`config.mk`:
```
export PLATFORM = sky130hd
export DESIGN_NAME = spi_flash_reader
export DESIGN_NICKNAME = d
export VERILOG_FILES = /design/src/rtl/spi_flash_pkg.sv /design/src/rtl/spi_flash_reader_sck.sv /design/src/rtl/spi_flash_reader.sv
export SDC_FILE = /design/constraint.sdc
export NUM_CORES = 1
export LEC_CHECK = 0
export ABC_AREA = 0
export CORE_MARGIN = 4
export CORE_UTILIZATION = 49
export DETAILED_ROUTE_END_ITERATION = 10
export PLACE_DENSITY = 0.85
export SLEW_MARGIN = 30
export SYNTH_ARGS = -nofsm -noshare
export SYNTH_HDL_FRONTEND = slang
export SYNTH_SLANG_ARGS = --single-unit
```
`constraint.sdc`:
```
create_clock -name clock -period 3.7 [get_ports clock]
set_clock_uncertainty 0.2 [all_clocks]
set_input_delay 0.74 -clock clock [delete_from_list [all_inputs] [get_ports clock]]
set_output_delay 0.74 -clock clock [all_outputs]
set_load 0.01 [all_outputs]
```
`src/rtl/spi_flash_pkg.sv`:
```
// Shared constants and types for the SPI NOR flash word reader.
// The frame is an 8-bit command, a 24-bit address and 32 data clocks.
package spi_flash_pkg;

  localparam logic [7:0] CMD_READ   = 8'h03;
  localparam int         FRAME_BITS = 64;
  localparam int         CMD_BITS   = 8;
  localparam int         ADDR_BITS  = 24;
  localparam int         DATA_BITS  = 32;

  typedef enum logic [1:0] {
    IDLE,
    SHIFT,
    RESP,
    GAP
  } state_t;

  // Flash streams the lowest memory byte first; restore little-endian order.
  function automatic logic [DATA_BITS-1:0] bswap32(
    input logic [DATA_BITS-1:0] w
  );
    return {w[7:0], w[15:8], w[23:16], w[31:24]};
  endfunction

endpackage

```
`src/rtl/spi_flash_reader_sck.sv`:
```
// SPI mode-0 clock generator: CLK_DIV cycles low, then CLK_DIV cycles high.
// Strobes mark the system edge that will drive sck high or low.
module spi_sck_gen #(
  parameter int CLK_DIV = 2
) (
  input  logic clock,
  input  logic reset,
  input  logic run,
  output logic sck,
  output logic rise_en,
  output logic fall_en
);

  logic [7:0] phase_q, phase_d;
  logic       sck_q, sck_d;
  logic       last;

  assign last    = run && (phase_q == 8'(CLK_DIV - 1));
  assign rise_en = last && !sck_q;
  assign fall_en = last && sck_q;
  assign sck     = sck_q;

  always_comb begin
    phase_d = 8'd0;
    sck_d   = 1'b0;
    if (run) begin
      phase_d = last ? 8'd0 : phase_q + 8'd1;
      sck_d   = last ? !sck_q : sck_q;
    end
  end

  always_ff @(posedge clock or posedge reset) begin
    if (reset) begin
      phase_q <= 8'd0;
      sck_q   <= 1'b0;
    end else begin
      phase_q <= phase_d;
      sck_q   <= sck_d;
    end
  end

endmodule

```
`src/rtl/spi_flash_reader.sv`:
```
// Fetches one 32-bit word per request from a serial NOR flash (03h READ).
// Owns the transaction FSM, the command/address shifter and the rx shifter.
module spi_flash_reader
  import spi_flash_pkg::*;
#(
  parameter int CLK_DIV = 2,
  parameter int GAP_CYC = 4
) (
  input  logic                 clock,
  input  logic                 reset,
  input  logic                 req_valid,
  output logic                 req_ready,
  input  logic [ADDR_BITS-1:0] req_addr,
  output logic                 resp_valid,
  input  logic                 resp_ready,
  output logic [DATA_BITS-1:0] resp_data,
  output logic                 sck,
  output logic                 ss,
  output logic                 mosi,
  input  logic                 miso
);

  if (CLK_DIV < 1 || CLK_DIV > 255) begin : g_bad_div
    $error("spi_flash_reader: CLK_DIV must be 1..255");
  end
  if (GAP_CYC < 1) begin : g_bad_gap
    $error("spi_flash_reader: GAP_CYC must be >= 1");
  end

  localparam int GW       = (GAP_CYC > 1) ? $clog2(GAP_CYC) : 1;
  localparam int GAP_LAST = (GAP_CYC > 1) ? GAP_CYC - 2 : 0;

  state_t                  state_q, state_d;
  logic [6:0]              bit_q, bit_d;
  logic [GW-1:0]           gap_q, gap_d;
  logic [FRAME_BITS-1:0]   tx_q, tx_d;
  logic [DATA_BITS-1:0]    rx_q, rx_d;
  logic [DATA_BITS-1:0]    rdata_q, rdata_d;
  logic                    rvalid_q, rvalid_d;
  logic                    ready_q, ready_d;
  logic                    ss_q, ss_d;
  logic                    mosi_q, mosi_d;
  logic [FRAME_BITS-1:0]   frame;
  logic                    rise_en, fall_en;

  // Low address bits go out as zero so every fetch is word aligned.
  assign frame = {CMD_READ, req_addr & 24'hFF_FFFC, 32'h0};

  spi_sck_gen #(
    .CLK_DIV (CLK_DIV)
  ) u_sck (
    .clock   (clock),
    .reset   (reset),
    .run     (state_q == SHIFT),
    .sck     (sck),
    .rise_en (rise_en),
    .fall_en (fall_en)
  );

  always_comb begin
    state_d  = state_q;
    bit_d    = bit_q;
    gap_d    = gap_q;
    tx_d     = tx_q;
    rx_d     = rx_q;
    rdata_d  = rdata_q;
    rvalid_d = rvalid_q;
    ss_d     = ss_q;
    mosi_d   = mosi_q;
    unique case (state_q)
      IDLE: begin
        ss_d   = 1'b1;
        mosi_d = 1'b0;
        if (req_valid && ready_q) begin
          tx_d    = frame;
          mosi_d  = frame[FRAME_BITS-1];
          ss_d    = 1'b0;
          bit_d   = 7'd0;
          state_d = SHIFT;
        end
      end
      SHIFT: begin
        // Responder shifts on sck rise, so sample the pre-rise value.
        if (rise_en && bit_q >= 7'(CMD_BITS + ADDR_BITS)) begin
          rx_d = {rx_q[DATA_BITS-2:0], miso};
        end
        if (fall_en) begin
          if (bit_q == 7'(FRAME_BITS - 1)) begin
            state_d  = RESP;
            ss_d     = 1'b1;
            mosi_d   = 1'b0;
            rvalid_d = 1'b1;
            rdata_d  = bswap32(rx_q);
          end else begin
            bit_d  = bit_q + 7'd1;
            tx_d   = {tx_q[FRAME_BITS-2:0], 1'b0};
            mosi_d = tx_q[FRAME_BITS-2];
          end
        end
      end
      RESP: begin
        if (resp_ready) begin
          rvalid_d = 1'b0;
          gap_d    = '0;
          state_d  = (GAP_CYC == 1) ? IDLE : GAP;
        end
      end
      GAP: begin
        if (gap_q == GW'(GAP_LAST)) begin
          state_d = IDLE;
        end else begin
          gap_d = gap_q + GW'(1);
        end
      end
      default: state_d = IDLE;
    endcase
    ready_d = (state_d == IDLE);
  end

  always_ff @(posedge clock or posedge reset) begin
    if (reset) begin
      state_q  <= IDLE;
      bit_q    <= 7'd0;
      gap_q    <= '0;
      tx_q     <= '0;
      rx_q     <= '0;
      rdata_q  <= '0;
      rvalid_q <= 1'b0;
      ready_q  <= 1'b0;
      ss_q     <= 1'b1;
      mosi_q   <= 1'b0;
    end else begin
      state_q  <= state_d;
      bit_q    <= bit_d;
      gap_q    <= gap_d;
      tx_q     <= tx_d;
      rx_q     <= rx_d;
      rdata_q  <= rdata_d;
      rvalid_q <= rvalid_d;
      ready_q  <= ready_d;
      ss_q     <= ss_d;
      mosi_q   <= mosi_d;
    end
  end

  assign req_ready  = ready_q;
  assign resp_valid = rvalid_q;
  assign resp_data  = rdata_q;
  assign ss         = ss_q;
  assign mosi       = mosi_q;

endmodule

```
==> impl_metrics.json <==
{
  "status": "finished, final reports clean",
  "grtUsageTotal_pct": 17.69,
  "cts_tree": "done",
  "crit_path_end_kind": "output port",
  "yosysTopAreaCell": "dfrtp_1",
  "wire_per_inst_um": 16.61,
  "drive_gt1_share_pct": 28.90,
  "syn_inst": 352,
  "die_y_um": 107.7,
  "p_per_area_nw_per_um2": 559.8,
  "overflow": 0,
  "row_count": 36,
  "p_leak_nw": 2.738,
  "crit_chain": "clkdlybuf4s50_1",
  "finalCritPeriodShare_pct": 67.95,
  "avgSynthCellArea_sq_um": 13.83,
  "pre_cts_ws_ps": 921.3,
  "num_vias": 3086,
  "r2r-start": "bit_q[1]",
  "cp_top_family": "buffers and inverters",
  "crit_type": "flip-flop to output port",
  "cp_max_fo": 2,
  "postSynth.asyncResetShare_pct": 100.0,
  "finalMaxSlewViolations": 0,
  "syn_to_final_growth_pct": 27.06,
  "hold_class": "flip-flop to flip-flop",
  "rsz0062_at_grt": "no",
  "io_pins": 66,
  "fin_ws_ps": 1186,
  "cts_max_level": 4,
  "synthFlopType": "dfrtp_1",
  "finalSetupViolCount": 0,
  "portBuffers": 63,
  "yosys_warnings": 0,
  "cts_sinks": 117,
  "start_kind": "flip-flop",
  "antennaDiodeCount": 0,
  "synth-simple-area-share_pct": 9.121,
  "fin_tns_setup_ps": 0,
  "hold_buffers": 0,
  "cp.arrival_ps": 1570,
  "coreArea_sq_um": 9729,
  "cts_resized": 0,
  "gp_congestion": 0.7408,
  "hold_depth": 1,
  "final_cells": 569,
  "yosysMostFrequentCell": "dfrtp_1",
  "cp-startpoint": "ss",
  "clk_pin_slew_ps": 60,
  "ant_nets": 0,
  "viasPerCell": 5.424,
  "nets": 458,
  "synthMuxAreaShare_pct": 15.03,
  "start_util_pct": 50.05,
  "dp_hpwl_um": 6118,
  "clk_latency_ps": 510,
  "drc": 0,
  "synthTopCellsByArea": "dfrtp_1 (60%), mux2_2 (14%), o221a_2 (4.9%)",
  "rr_endpoint": "resp_data[6]",
  "cpPeakStageDelay_ps": 540,
  "syn_nets": 386,
  "period_needed_ps": 2514,
  "critical_path_depth": 1,
  "grt_start_max_net_pins": 53,
  "maxCapViolCount": 0,
  "reg2reg_slack_ps": 1220,
  "power_mw": 3.464,
  "ys_types": 42,
  "place_inst": 538,
  "rr_worst_depth": 6,
  "antenna_found_initial": 0,
  "ir_drop_uv": 359.9,
  "cts_root_buffer": "clkbuf_8",
  "cp_slowest_cell": "clkdlybuf4s50_1",
  "ys_seq_area_share_pct": 60.15,
  "ys_seq_elements": 117,
  "grt_pass1_wl_um": 16110,
  "post_cts_buffers": 0,
  "max_slew_margin_pct": 42.67,
  "grt_pass1_vias": 3302,
  "worstMarginPinSlew_ps": 854.8,
  "path_buf_inv": 1,
  "hold_viol_final": 0,
  "synth_top_family_by_area": "multiplexers",
  "synthDominantCellAreaShare_pct": 59.61,
  "cts_inserted_buffers": 17,
  "endpoint": "ss",
  "syn_area_sq_um": 4870,
  "synth_edf_count": 0,
  "synth_xor_area_share_pct": 1.259,
  "synth_compound_area_share_pct": 10.41,
  "synth_common_cells": "dfrtp_1 (116), mux2_2 (62), nand2b_1 (23), o221a_2 (21), nor2_1 (12)",
  "fp.dieW_um": 107.7,
  "synthAdderAreaFrac_pct": 1.285,
  "drtPass1Iterations": 4,
  "max_freq_mhz": 397.7,
  "dr.first_iter.drc_count": 209,
  "cp.required_ps": 2760,
  "max-clock-path-buffers": 2,
  "routed_wl_um": 9451,
  "die-area_sq_um": 11600
}
==> placed cells by master (no fill, tap or decap), types with 4 or more instances in the layout <==
master           instances
inv_1                    7
o31ai_1                  5
o21ai_0                  9
o221a_2                 21
dfrtp_1                116
a22o_1                   9
mux2_2                  62
clkbuf_16               16
xor2_1                   6
nand2b_1                23
clkinvlp_4               5
a21oi_1                  4
nand3_1                 11
nand2_1                  9
ha_1                     5
nor2_1                  12
buf_4                    6
clkdlybuf4s50_1         63
and3_1                   4
==> logic make-up (layout without fill, tap and decap cells) <==
group / after synthesis / count (layout)
compound gates: 59 / 59
xor+xnor: 7 / 7
fa+ha+maj: 5 / 5
buf+inv: 25 / 109
flops: 117 / 117
mux: 65 / 65
simple gates: 74 / 74
==> sequential cells by signal (all words and copies together) (netlist names) <==
register / flops
ss: 1
resp_data: 32
mosi: 1
req_ready: 1
resp_valid: 1
bit_q: 7
rx_q: 32
u_sck.phase_q: 8
state_q: 2
u_sck.sck: 1
tx_q: 29
gap_q: 2
==> worst register-to-register path: cells and delay by family, from the launching register on <==
family / cells / cell delay, ps
adder cells (fa/ha/maj): 1 / 220
AND/OR/NAND/NOR: 3 / 680
multiplexers: 1 / 410
buffers and inverters: 1 / 450
flip-flops: 1 / 410
==> per-stage QoR <==
stage               instance area (sq um)  utilization, %  hold slack (ps)
floorplan                            4873               -            252.2
global placement                     5638           57.95            260.2
detailed placement                   5638           57.95            275.7
CTS                                  6187           63.59            288.9
global route                         6187           63.59            295.4
finish                               6187           63.59            281.9
==> how the worst min path moves through the flow <==
stage / startpoint / to / slack [ps]
finish: resp_valid / resp_valid / 280
global route: resp_valid / resp_valid / 300
CTS: ss / ss / 290
detailed placement: resp_valid / resp_valid / 280
global placement: ss / ss / 260
floorplan: rx_q[31] / rx_q[31] / 250
==> final cells by class <==
class                           count  area [sq um]
Clock inverter                     10         100.1
Tap cell                          133         166.4
Timing Repair Buffer               70         695.7
Clock buffer                       21         449.2
Inverter                            8         33.78
Sequential cell                   117          2929
Multi-Input combinational cell    210          1813
Fill cell                         728          3542
==> metal layers <==
layer  track usage (%)  vias up  part of all wire, %
li1                  -     1437                    -
met1             21.70     1563                   43
met2             28.77       74                   50
met3             7.079       12                  6.1
met4             5.410        0                  1.1
met5                 0        -                    0
==> report_power, final <==
group	leakage (nW)	switching, mW	internal, mW
Clock	0.257	0.567	0.925
Combinational	0.976	0.217	0.216
Sequential	1.50	0.118	1.42
Total	2.74	0.902	2.56
No activity file was read; power rests on OpenSTA's default activity.
